$ cat config.mk
export PLATFORM = sky130hd
export DESIGN_NAME = ex_stage_mem_reg
export DESIGN_NICKNAME = d
export VERILOG_FILES = /design/src/rtl/ex_stage_mem_reg.sv
export SDC_FILE = /design/constraint.sdc
export NUM_CORES = 1
export LEC_CHECK = 0
export BUFFER_PORTS_ARGS = -buffer_cell sky130_fd_sc_hd__buf_2
export CAP_MARGIN = 20
export CELL_PAD_IN_SITES_DETAIL_PLACEMENT = 0
export CELL_PAD_IN_SITES_GLOBAL_PLACEMENT = 1
export CORE_UTILIZATION = 25
export CTS_CLUSTER_SIZE = 10
export DETAILED_ROUTE_END_ITERATION = 7
export PLACE_DENSITY_LB_ADDON = 0.1
export SLEW_MARGIN = 20
export SYNTH_ARGS = -nofsm -noshare
export SYNTH_HDL_FRONTEND = slang
export SYNTH_SLANG_ARGS = --single-unit
$ cat constraint.sdc
create_clock -name clk -period 7.2 [get_ports clk]
set_input_delay 2.16 -clock clk [delete_from_list [all_inputs] [get_ports clk]]
set_output_delay 2.16 -clock clk [all_outputs]
set_load 0.005 [all_outputs]
$ cat src/rtl/ex_stage_mem_reg.sv
`default_nettype none
// ============================================================================
//  Module   : ex_stage_mem_reg
//  Brief    : Execute stage. Forwards operands, runs the ALU, resolves beq,
//             and owns the EX/MEM pipeline register plus the branch shadow.
//             All state is captured on the falling edge of clk.
//  Revision : 1.0  initial release
// ============================================================================
module ex_stage_mem_reg #(
  parameter int DATA_W = 32,
  parameter int REG_AW = 5
) (
  input  logic              clk,
  input  logic              reset,
  input  logic              id_ex_valid,
  input  logic [DATA_W-1:0] nextpc,
  input  logic [DATA_W-1:0] rd_data1,
  input  logic [DATA_W-1:0] rd_data2,
  input  logic [DATA_W-1:0] sgn_ext_imm,
  input  logic [REG_AW-1:0] rs_addr,
  input  logic [REG_AW-1:0] rt_addr,
  input  logic [REG_AW-1:0] rd_addr,
  input  logic              reg_write,
  input  logic              mem_to_reg,
  input  logic              mem_write,
  input  logic              mem_read,
  input  logic              branch,
  input  logic              alu_src,
  input  logic              reg_dst,
  input  logic [1:0]        alu_op,
  input  logic              fwd_mem_wr,
  input  logic [REG_AW-1:0] fwd_mem_rd,
  input  logic [DATA_W-1:0] fwd_mem_data,
  input  logic              fwd_wb_wr,
  input  logic [REG_AW-1:0] fwd_wb_rd,
  input  logic [DATA_W-1:0] fwd_wb_data,
  input  logic              stall_in,
  input  logic              flush_in,
  output logic              ex_mem_valid,
  output logic [DATA_W-1:0] ex_mem_alu_result,
  output logic [DATA_W-1:0] ex_mem_store_data,
  output logic [REG_AW-1:0] ex_mem_dest,
  output logic              ex_mem_reg_write,
  output logic              ex_mem_mem_to_reg,
  output logic              ex_mem_mem_write,
  output logic              ex_mem_mem_read,
  output logic              branch_taken,
  output logic [DATA_W-1:0] branch_target,
  output logic              illegal_funct
);

  localparam logic [1:0] ALU_ADD   = 2'b00;
  localparam logic [1:0] ALU_SUB   = 2'b01;
  localparam logic [1:0] ALU_RTYPE = 2'b10;
  localparam logic [1:0] ALU_OR    = 2'b11;

  localparam logic [5:0] FN_ADD = 6'b100000;
  localparam logic [5:0] FN_SUB = 6'b100010;
  localparam logic [5:0] FN_AND = 6'b100100;
  localparam logic [5:0] FN_OR  = 6'b100101;
  localparam logic [5:0] FN_SLT = 6'b101010;

  logic [DATA_W-1:0] op_a;
  logic [DATA_W-1:0] op_rt;
  logic [DATA_W-1:0] op_b;
  logic [DATA_W-1:0] alu_res;
  logic              bad_funct;
  logic [DATA_W-1:0] diff;
  logic              take;
  logic [DATA_W-1:0] target;
  logic [REG_AW-1:0] dest;
  logic [5:0]        funct;
  logic              shadow;

  assign funct = sgn_ext_imm[5:0];

  // Operand A bypass: youngest producer (MEM) wins over WB; r0 is never bypassed.
  always_comb begin
    op_a = rd_data1;
    if (fwd_mem_wr && (fwd_mem_rd == rs_addr) && (rs_addr != '0))
      op_a = fwd_mem_data;
    else if (fwd_wb_wr && (fwd_wb_rd == rs_addr) && (rs_addr != '0))
      op_a = fwd_wb_data;
  end

  // Operand rt bypass: same priority; this value also becomes the store data.
  always_comb begin
    op_rt = rd_data2;
    if (fwd_mem_wr && (fwd_mem_rd == rt_addr) && (rt_addr != '0))
      op_rt = fwd_mem_data;
    else if (fwd_wb_wr && (fwd_wb_rd == rt_addr) && (rt_addr != '0))
      op_rt = fwd_wb_data;
  end

  assign op_b = alu_src ? sgn_ext_imm : op_rt;

  // ALU: alu_op selects a fixed operation or defers to the funct field.
  always_comb begin
    alu_res   = '0;
    bad_funct = 1'b0;
    case (alu_op)
      ALU_ADD: alu_res = op_a + op_b;
      ALU_SUB: alu_res = op_a - op_b;
      ALU_OR:  alu_res = op_a | op_b;
      ALU_RTYPE: begin
        case (funct)
          FN_ADD:  alu_res = op_a + op_b;
          FN_SUB:  alu_res = op_a - op_b;
          FN_AND:  alu_res = op_a & op_b;
          FN_OR:   alu_res = op_a | op_b;
          FN_SLT:  alu_res = {{(DATA_W-1){1'b0}}, ($signed(op_a) < $signed(op_b))};
          default: bad_funct = 1'b1;
        endcase
      end
      default: alu_res = '0;
    endcase
  end

  // beq resolves on a zero difference; a slot inside the branch shadow never redirects.
  assign diff   = op_a - op_b;
  assign take   = id_ex_valid && branch && (diff == '0) && !shadow;
  assign target = nextpc + (sgn_ext_imm << 2);
  assign dest   = reg_dst ? rd_addr : rt_addr;

  // EX/MEM capture: reset > flush > stall > shadow bubble > normal.
  always_ff @(negedge clk) begin
    if (reset) begin
      ex_mem_valid      <= 1'b0;
      ex_mem_alu_result <= '0;
      ex_mem_store_data <= '0;
      ex_mem_dest       <= '0;
      ex_mem_reg_write  <= 1'b0;
      ex_mem_mem_to_reg <= 1'b0;
      ex_mem_mem_write  <= 1'b0;
      ex_mem_mem_read   <= 1'b0;
      branch_taken      <= 1'b0;
      branch_target     <= '0;
      illegal_funct     <= 1'b0;
      shadow            <= 1'b0;
    end else if (flush_in) begin
      // A flushed slot is itself the bubble, so any pending squash is consumed.
      ex_mem_valid      <= 1'b0;
      ex_mem_reg_write  <= 1'b0;
      ex_mem_mem_to_reg <= 1'b0;
      ex_mem_mem_write  <= 1'b0;
      ex_mem_mem_read   <= 1'b0;
      branch_taken      <= 1'b0;
      illegal_funct     <= 1'b0;
      shadow            <= 1'b0;
    end else if (stall_in) begin
      // Hold everything except the redirect pulse, which must not repeat.
      branch_taken <= 1'b0;
    end else begin
      ex_mem_alu_result <= alu_res;
      ex_mem_store_data <= op_rt;
      ex_mem_dest       <= dest;
      branch_target     <= target;
      if (shadow || !id_ex_valid) begin
        ex_mem_valid      <= 1'b0;
        ex_mem_reg_write  <= 1'b0;
        ex_mem_mem_to_reg <= 1'b0;
        ex_mem_mem_write  <= 1'b0;
        ex_mem_mem_read   <= 1'b0;
        branch_taken      <= 1'b0;
        illegal_funct     <= 1'b0;
        shadow            <= 1'b0;
      end else begin
        ex_mem_valid      <= 1'b1;
        ex_mem_reg_write  <= reg_write && !bad_funct;
        ex_mem_mem_to_reg <= mem_to_reg;
        ex_mem_mem_write  <= mem_write;
        ex_mem_mem_read   <= mem_read;
        branch_taken      <= take;
        illegal_funct     <= bad_funct;
        shadow            <= take;
      end
    end
  end

endmodule
`default_nettype wire

* Word level (Yosys, flattened, before mapping)
Cells that the tools add are included.
** Operators by class
- $add $sub $neg :: 3
- Multipliers :: 0
- Eq/ne operators :: 12
- $lt $le $gt $ge :: 1
- Divide/modulo/power cells :: 0
- Bitwise operators :: 4
- Shifts and indexed selects :: 0
- Multiplexer cells :: 17
- Reductions and logical operators :: 24
** Operator list (number)
- two-way mux 32 bit :: 5
- case mux 32 bit (5 select lines) :: 1
- case mux 32 bit (4 select lines) :: 1
- adder 32 bit :: 2
- bitwise AND 32 bit :: 1
- zero test 32 bit :: 1
- less-than comparator 32 bit :: 1
- OR 32 bit :: 1
- subtractor 32 bit :: 1
- == test 6 bit, second input constant :: 5
- == test 5 bit :: 4
- logical AND 1 bit :: 12
- nonzero test 5 bit :: 2
- two-way mux 1 bit :: 9
- two-way mux 5 bit :: 1
- OR reduction 5 bit :: 1
- == test 2 bit, second input constant :: 2
- zero test 1 bit :: 3
- OR reduction 3 bit :: 1
- == test 2 x 1 -> 1 bit, second input constant :: 1
- zero test 2 bit :: 1
- NOT 1 bit :: 2
- AND reduction 2 bit :: 1
- OR reduction 2 bit :: 1
- logical OR 1 bit :: 1
** Storage, ports and cells
- Memory bits (read-only) :: 0
- Logic and storage cells :: 73
- Input port bits :: 233
- Latch bits :: 0
- Bits in registers :: 109
- Output and inout port bits :: 108
- Memories kept :: 0
- Memory bits (writable) :: 0

* Longest topological paths before layout
Gate-level depths: netlist of run 1.
- Word-level depth :: 11
- Gate-level depth with buffers :: 21
- Depth with buffers taken out :: 20

==> flow_metrics.py, run 1 <==
metrics = {
    "detailed_routing": {
        "wl_per_cell_um": 21.3,
        "wl_um": 73300,
        "ant_nets": 0,
        "drtIter0Drc": 891,
        "via_count": 17192,
        "drc": 0,
        "via_per_inst": 5.00,
        "drtPass1Iterations": 5,
    },
    "power_and_ir_drop": {
        "ir_drop_mv": 0.134,
        "pwr-share-comb_pct": 60.3,
        "leakagePower_nw": 11.1,
        "powerDensity_nw_per_um2": 161,
        "sequentialPowerShare_pct": 17.9,
        "p_sw_mw": 1.62,
        "power.share.clock_pct": 21.8,
        "sw_frac_of_total_pct": 42.9,
        "p_int_mw": 2.15,
    },
    "setup_path": {
        "rr_endpoint": "shadow",
        "crit_fanout": 4,
        "critPathKind": "input pin to flip-flop",
        "reg2reg_from": "shadow",
        "crit_family": "simple AND/OR/NAND/NOR gates",
        "cp.required_ns": 3.93,
        "slowest_stage": "or4_4",
        "end_kind": "flip-flop",
        "crit_start": "rt_addr[1]",
        "rrSetupSlack_ns": 4.53,
        "path_depth": 22,
        "path_cells": "buf_6 -> or4_4 -> nor2_4 -> nor4_4 -> buf_6 -> buf_8 -> mux2i_1 -> o21ai_4 -> mux2_4 -> ha_4 -> or2_4 -> nor4_4 -> buf_4 -> nand3_4 -> a211oi_4 -> nor3_2 -> a311oi_4 -> buf_4 -> a21oi_1 -> nor4_1 -> nor3_1 -> a221o_1",
        "reg2reg_depth": 10,
        "cp.buffers_inverters": 5,
        "crit_end": "ex_mem_alu_result[19]",
        "max_stage_delay_ns": 0.54,
        "worstSetupStartpointType": "input pin",
        "crit_arrival_ns": 6.59,
    },
    "yosys": {
        "yosys-top-cells-area": "dfxtp_1 17%, ha_1 12%, a21oi_1 7.5%, nand2_1 7.4%, mux2i_1 6.0%",
        "syn_inst": 1747,
        "synth_area_per_cell_um2": 7.21,
        "ys_seq_area_share_pct": 17.3,
        "synth_area_um2": 12600,
        "synth_seq_cells": 109,
        "synth_top_area_cell": "dfxtp_1",
        "synth_cell_types": 83,
        "yosysTopAreaCellShare_pct": 17.3,
        "yosys_most_used_dff": "dfxtp_1",
        "async_reset_ff_share_pct": 0,
        "yosysWarnings": 0,
        "synth_nets": 2108,
        "synth_edf_count": 0,
    },
    "global_route": {
        "grt_pass1_wl_um": 105000,
        "grt_pass1_vias": 17202,
        "antenna_found_initial": 2,
        "grtUsageTotal_pct": 28.0,
        "grt_max_degree": 73,
        "grt_overflow": 0,
    },
    "finish": {
        "final_cell_mix": "587 x buf_4, 324 x buf_2, 235 x nand2_1",
        "syn_to_final_growth_pct": 85.7,
        "stdcell_count": 3441,
        "drive_above_1_share_pct": 50.3,
        "layout_commonest_cell": "buf_4",
        "largestRegisters": "branch_target (32), ex_mem_alu_result (32), ex_mem_store_data (32)",
        "nNetsFinal": 3132,
    },
    "clock_network": {
        "cts.htree.levels": 3,
        "insertion_delay_ns": 0.46,
        "clockBufferDepth": 2,
        "cts_inserted_buffers": 9,
        "cts_tree": "done",
        "clock_sinks": 109,
        "clk_pin_slew_ns": 0.03,
        "postCtsHoldBufs": 0,
        "clock-root-buffer": "clkbuf_16",
    },
    "place": {
        "place_hpwl_um": 58500,
        "portBuffers": 340,
        "dp_cells": 3226,
        "gp_congestion": 0.931,
        "dp_slack_ns": -3.40,
    },
    "floorplan": {
        "start_util_pct": 25.5,
        "dieArea_um2": 51300,
        "io_pins": 341,
        "die_w_um": 227,
        "core_um2": 49400,
        "std_cell_rows": 81,
        "fp.dieH_um": 227,
    },
    "sta": {
        "relSlewSlack_pct": 30.7,
        "setup_viol": 71,
        "hold_violations": 0,
        "rsz0062_at_grt": "yes",
        "tightest_slew_ns": 1.04,
        "setup_ws_ns": -2.66,
        "fin_skew_ns": 0.0155,
        "slew_violations": 0,
    },
    "hold_path": {
        "hold_path_class": "flip-flop to flip-flop",
    },
    "job": {
        "cap_violations": 0,
    },
    "run_status": {
        "outcome": "finished with violations",
        "violations": "setup timing",
    },
}
[stage by stage]
stage          total power, mW  util, %  hold slack, ns  area [µm²]  TNS (ns)
6_report                  3.77     47.4           0.441       23400    -90.39
3_5_place_dp              2.59     40.2           0.442       19900   -143.93
3_3_place_gp              2.59     40.2           0.432       19900   -141.61
5_1_grt                   4.02     47.4           0.457       23400    -97.88
4_1_cts                   3.66     45.7           0.447       22500    -89.68
2_1_floorplan             1.67        -           0.428       13400    -81.26
[logic make-up (layout without fill, tap and decap cells)]
family	count (synthesis)	after routing	share of synthesized area [%]
buf+inv	208	1237	6.56
fa+ha+maj	128	128	12.9
flops	109	109	17.3
mux	108	108	8.91
xor+xnor	95	95	6.60
simple gates	523	523	18.5
other cells	0	1	0
compound gates	576	576	29.2
[tightest hold or removal path, cell delays in order, from the launching register on]
cell and delay, ns:
dfxtp_1 0.30, nand2_1 0.05, o21ai_1 0.05
[timing repair]
action                     in CTS  in global routing
gates cloned                    3                  0
buffers inserted               66                 38
setup endpoints to repair      76                 79
gates resized for setup       323                145
pin swaps                     162                111
[area by class of cell]
cell class,instances,area [µm²]
clock inverters,116,482
multi-input cells,1430,12000
inverters,103,413
repair buffers,1009,7280
flip-flops and latches,109,2180
fillers,5025,26000
clock buffers,9,225
well taps,664,831
diodes,1,2.50
[cells in the mapped netlist (all sizes together) (28+ instances only)]
cell and number:
xor2 28, ha 125, a21o 31, clkbuf 82, dfxtp 109, nand2 249
inv 101, mux2 33, mux2i 75, xnor2 67, nor3 34, a21oi 192
o21ai 146, a211oi 36, nor2 128
[power groups by stage]
stage               Sequential (mW)  Combinational (mW)  Clock [mW]
finish                        0.676                2.27       0.822
detailed placement            0.685                1.81      0.0924
global placement              0.684                1.82      0.0924
floorplan                     0.681               0.896      0.0924
global route                  0.678                2.42       0.928
CTS                           0.676                2.11       0.869
[worst min path at each step]
stage	from	to	slack, ns	depth (start not counted)
2_1_floorplan	shadow	shadow	0.43	1
3_3_place_gp	ex_mem_valid	ex_mem_valid	0.43	1
3_5_place_dp	ex_mem_valid	ex_mem_valid	0.44	1
4_1_cts	branch_target[29]	branch_target[29]	0.45	2
5_1_grt	branch_target[27]	branch_target[27]	0.46	2
6_report	branch_target[30]	branch_target[30]	0.44	2
[layer usage]
layer  global-route usage (%)  up-vias  share of wire, %
met1                     37.0     8219                46
met4                     8.15        4               2.0
li1                         -     8286                 -
met5                        0        -             0.029
met2                     44.8      592                45
met3                     6.91       91               6.9
(Power assumes the default switching activity.)
==> inputs of run 2 (changes only) <==
- SETUP_SLACK_MARGIN: default -> 0.4
==> run 2 against run 1 <==
Against the previous run:
- the flow still finishes with violations (setup timing)
- setup slack worse by 0.010 ns
- wire length is essentially flat
- total power fell by 4.4%
- sequential power about the same
- clock skew decreased by 0.0031 ns
- combinational power decreased by 6%
- first-iteration DRC count increased by 0.67%
- clock power decreased by 2.8%
- largest power group unchanged
==> flow_metrics.py, run 2 (synthesis gave the netlist of run 1 again) <==
metrics = {
    "clock_network": {
        "insertion_delay_ns": 0.45,
        "postCtsHoldBufs": 0,
        "clock_sinks": 109,
        "cts.htree.levels": 3,
        "cts_tree": "done",
        "cts_inserted_buffers": 9,
        "clk_pin_slew_ns": 0.05,
        "clock-root-buffer": "clkbuf_16",
        "clockBufferDepth": 2,
    },
    "detailed_routing": {
        "via_count": 16937,
        "drtPass1Iterations": 5,
        "wl_um": 73300,
        "ant_nets": 0,
        "drc": 0,
        "via_per_inst": 4.98,
        "drtIter0Drc": 897,
        "wl_per_cell_um": 21.6,
    },
    "finish": {
        "final_area_um2": 22700,
        "nNetsFinal": 3090,
        "syn_to_final_growth_pct": 80.5,
        "largestRegisters": "branch_target (32), ex_mem_alu_result (32), ex_mem_store_data (32)",
        "layout_commonest_cell": "buf_4",
        "drive_above_1_share_pct": 48.2,
        "final_cell_mix": "573 x buf_4, 324 x buf_2, 241 x nand2_1",
        "stdcell_count": 3400,
    },
    "sta": {
        "fin_skew_ns": 0.0123,
        "slew_violations": 0,
        "rsz0062_at_grt": "yes",
        "setup_ws_ns": -2.67,
        "whs_ns": 0.444,
        "tightest_slew_ns": 0.704,
        "setup_viol": 64,
        "relSlewSlack_pct": 52.6,
        "hold_violations": 0,
        "tns_ns": -88.17,
    },
    "global_route": {
        "grtUsageTotal_pct": 28.2,
        "grt_overflow": 0,
        "antenna_found_initial": 5,
        "grt_pass1_wl_um": 105000,
        "grt_max_degree": 43,
        "grt_pass1_vias": 16899,
    },
    "setup_path": {
        "cp.buffers_inverters": 6,
        "path_cells": "buf_6 -> or4_4 -> nor2_4 -> buf_4 -> nor4_4 -> buf_12 -> buf_4 -> nand2_1 -> o21ai_2 -> mux2_4 -> ha_4 -> inv_6 -> a21oi_4 -> o31ai_4 -> a2111oi_4 -> buf_4 -> a211oi_2 -> or2_4 -> a311oi_4 -> nand3_1 -> or3_4 -> nor4_4 -> a21o_1",
        "crit_arrival_ns": 6.67,
        "cpMostUsedCell": "buf_4",
        "worstSetupStartpointType": "input pin",
        "crit_family": "simple AND/OR/NAND/NOR gates",
        "max_stage_delay_ns": 0.53,
        "slowest_stage": "or4_4",
        "cp.required_ns": 4.00,
        "crit_fanout": 14,
        "end_kind": "flip-flop",
        "critPathKind": "input pin to flip-flop",
    },
    "floorplan": {
        "fp.dieH_um": 227,
        "start_util_pct": 25.5,
        "dieArea_um2": 51300,
        "die_w_um": 227,
        "std_cell_rows": 81,
        "io_pins": 341,
        "core_um2": 49400,
    },
    "hold_path": {
        "hold_path_class": "flip-flop to flip-flop",
    },
    "job": {
        "cap_violations": 0,
    },
    "power_and_ir_drop": {
        "powerDensity_nw_per_um2": 158,
        "ir_drop_mv": 0.132,
        "leakagePower_nw": 10.7,
    },
    "run_status": {
        "violations": "setup timing",
        "outcome": "finished with violations",
    },
    "place": {
        "dp_cells": 3219,
        "gp_congestion": 0.963,
        "dp_slack_ns": -3.48,
        "place_hpwl_um": 59800,
        "portBuffers": 340,
        "place_area_um2": 20000,
    },
}
[run 2: worst min-delay path, delay by kind of cell (launching register included)]
family	cells	cell delay, ns
flip-flops	1	0.30
AO/OA/AOI/OAI	1	0.05
AND/OR/NAND/NOR	1	0.05
[run 2: metrics by stage]
step	util [%]	power (mW)
finish	46.1	3.60
global route	46.1	3.86
CTS	44.8	3.53
detailed placement	40.4	2.59
global placement	40.4	2.59
floorplan	-	1.67
[run 2: layout make-up]
type / count / area (µm²)
fill: 5056 / 26600
multi-input combinational: 1430 / 11700
timing repair buffer: 967 / 6960
sequential: 109 / 2180
tap: 664 / 831
clock inverter: 116 / 470
inverter: 103 / 403
clock buffer: 9 / 225
antenna: 2 / 5.00
[run 2: what timing repair did]
item	4_1_cts	5_1_grt
resized for setup	254	98
gates cloned	1	0
pin swaps	108	71
setup buffers	41	13
setup endpoints to repair	95	98
[run 2: power by group]
group | switching (mW) | total [mW] | leakage (nW) | internal, mW
clock | 0.477 | 0.799 | 0.718 | 0.322
combinational | 1.08 | 2.13 | 9.13 | 1.05
sequential | 0.0262 | 0.675 | 0.893 | 0.649
[run 2: path summary, 6_finish.rpt]
check,from,end,slack [ns],depth (start not counted)
setup / recovery,rt_addr[1],shadow,-2.67,23
hold / removal,branch_target[28],branch_target[28],0.44,2
setup reg to reg,shadow,shadow,4.75,11
hold reg to reg,branch_target[28],branch_target[28],0.44,2
[run 2: metal layers]
| layer | global-route usage (%) | up-vias | share of wire, % |
|---|---|---|---|
| met3 | 6.54 | 79 | 6.6 |
| li1 | - | 8198 | - |
| met1 | 37.5 | 8122 | 47 |
| met2 | 44.1 | 532 | 45 |
| met5 | 0 | - | 0.057 |
| met4 | 9.79 | 6 | 2.2 |
==> inputs of run 3 (changes only) <==
- ABC_AREA: default -> 1
- clock period: 7.2 -> 8 ns (I/O delays scaled with it)
==> run 3 against run 2 <==
Against the previous run:
- the flow finishes with violations (DRC, setup timing)
- total power increased by 5.0%
- count of clock-buffer cells in the layout unchanged
- utilization increased by 1.6 points
- sequential share of layout area decreased by 1.9 points
- critical path type unchanged
- critical endpoint is now ex_mem_alu_result[14]
- largest cell class unchanged
==> flow_metrics.py, run 3 <==
metrics = {
    "setup_path": {
        "worstSetupStartpointType": "input pin",
        "critPathKind": "input pin to flip-flop",
        "end_kind": "flip-flop",
        "crit_fanout": 8,
        "slowest_stage": "fa_2",
        "crit_arrival_ns": 5.95,
        "max_stage_delay_ns": 0.44,
        "cp.required_ns": 4.32,
    },
    "sta": {
        "slew_violations": 0,
        "hold_violations": 0,
        "rsz0062_at_grt": "yes",
        "relSlewSlack_pct": 60.3,
        "whs_ns": 0.459,
        "fin_skew_ns": 0.0316,
        "setup_viol": 34,
        "setup_ws_ns": -1.63,
        "tightest_slew_ns": 0.596,
    },
    "floorplan": {
        "core_um2": 59100,
        "dieArea_um2": 61000,
        "io_pins": 341,
        "die_w_um": 247,
        "start_util_pct": 25.4,
        "fp.dieH_um": 247,
        "std_cell_rows": 89,
    },
    "yosys": {
        "synth_seq_cells": 109,
        "yosysWarnings": 0,
        "post-synth-top-count-cell": "nand2_1",
        "synth_cell_types": 56,
        "synth_area_um2": 15000,
        "yosysTopAreaCellShare_pct": 19.8,
        "ys_seq_area_share_pct": 14.6,
        "yosys-top-cells-area": "nand2_1 20%, dfxtp_1 15%, nor2_1 11%, inv_1 11%, ha_1 10%",
        "synthTopCellsByCount": "790 x nand2_1, 446 x nor2_1, 439 x inv_1, 189 x o21ai_0, 153 x a21oi_1",
        "synth_top_area_cell": "nand2_1",
        "yosys_most_used_dff": "dfxtp_1",
        "synth_area_per_cell_um2": 5.38,
        "async_reset_ff_share_pct": 0,
        "synth_edf_count": 0,
        "synth_nets": 3149,
        "syn_inst": 2788,
    },
    "finish": {
        "num-fill-cells": 6272,
        "drive_above_1_share_pct": 47.2,
        "nNetsFinal": 4184,
        "regArea_um2": 2180,
        "utilization_pct": 47.7,
        "syn_to_final_growth_pct": 87.9,
        "final_cell_mix": "587 x nand2_1, 584 x buf_4, 478 x inv_1",
        "final_area_um2": 28200,
        "layout_commonest_cell": "nand2_1",
        "multiInputGateArea_um2": 14900,
        "stdcell_count": 4612,
        "largestRegisters": "branch_target (32), ex_mem_alu_result (32), ex_mem_store_data (32)",
    },
    "hold_path": {
        "hold_path_class": "flip-flop to flip-flop",
    },
    "job": {
        "cap_violations": 0,
    },
    "detailed_routing": {
        "drc": 12,
        "via_per_inst": 4.74,
        "wl_um": 93500,
        "drtPass1Iterations": 8,
        "drtIter0Drc": 1144,
        "wl_per_cell_um": 20.3,
        "via_count": 21860,
        "ant_nets": 0,
    },
    "place": {
        "place_hpwl_um": 76200,
        "portBuffers": 340,
        "place_area_um2": 22900,
        "gp_congestion": 1.01,
        "dp_cells": 4386,
    },
    "clock_network": {
        "cts_tree": "done",
        "cts.htree.levels": 3,
        "clock_sinks": 109,
        "postCtsHoldBufs": 0,
        "clockBufferDepth": 2,
        "insertion_delay_ns": 0.48,
        "cts_inserted_buffers": 9,
        "clk_pin_slew_ns": 0.04,
        "clock-root-buffer": "clkbuf_16",
    },
    "global_route": {
        "antenna_found_initial": 27,
        "grtUsageTotal_pct": 30.0,
        "grt_pass1_wl_um": 135000,
        "grt_overflow": 0,
        "grt_pass1_vias": 21885,
        "grt_max_degree": 69,
    },
    "power_and_ir_drop": {
        "power_mw": 3.78,
        "powerDensity_nw_per_um2": 134,
        "ir_drop_mv": 0.116,
        "leakagePower_nw": 15.1,
    },
    "run_status": {
        "outcome": "finished with violations",
        "violations": "DRC, setup timing",
    },
}
## run 3: kinds of logic after synthesis
logic type,Yosys count,synth area share [%]
AO/OA/AOI/OAI,511,18.8
buffers and inverters,557,14.5
XOR/XNOR,59,3.45
AND/OR/NAND/NOR,1424,37.9
flip-flops,109,14.6
adder cells (fa/ha/maj),128,10.8
## run 3: metal layers
metal | GRT usage (%) | routed length (µm) | vias up
met5 | 0 | 229 | -
met4 | 11.2 | 3130 | 34
met3 | 6.83 | 5490 | 185
met2 | 46.1 | 41300 | 622
met1 | 40.3 | 43300 | 10221
li1 | - | - | 10798
## run 3: path summary, 6_finish.rpt
| path | cells after the start | endpoint | slack [ns] | start |
|---|---|---|---|---|
| max reg2reg | 11 | shadow | 6.04 | shadow |
| min | 2 | ex_mem_alu_result[1] | 0.46 | ex_mem_alu_result[1] |
| min reg2reg | 2 | ex_mem_alu_result[1] | 0.46 | ex_mem_alu_result[1] |
| max | 27 | ex_mem_alu_result[14] | -1.63 | rt_addr[0] |
## run 3: power breakdown
group | switching (mW) | internal [mW]
Clock | 0.450 | 0.326
Sequential | 0.0264 | 0.584
Combinational | 1.31 | 1.09
## run 3: layout make-up
class	instances	area share, %
antenna	11	0.0977
clock buffer	9	0.799
clock inverter	116	1.79
inverter	445	6.09
multi-input combinational	2122	52.9
sequential	109	7.74
tap	773	3.43
timing repair buffer	1027	27.2
## run 3: repair_timing
item,in CTS,in global routing
pin swaps,164,227
endpoints found under the setup margin,84,89
resized for setup,535,386
setup buffers,48,39
cloned,3,1
## run 3: critical path, delay by kind of cell
kind,cells,cell delay (ns)
and+or+nand+nor,9,0.91
buffers and inverters,10,1.12
AOI/OAI and AO/OA,5,0.70
adders and majority gates,2,0.62
xor gates and xnor gates,1,0.18
## run 3: metrics by stage
| stage | setup WS (ns) | setup TNS, ns |
|---|---|---|
| 6_report | -1.63 | -51.22 |
| 3_5_place_dp | -2.52 | -90.37 |
| 2_1_floorplan | -1.26 | -39.39 |
| 4_1_cts | -1.54 | -48.25 |
| 5_1_grt | -1.81 | -56.99 |
| 3_3_place_gp | -2.58 | -91.41 |
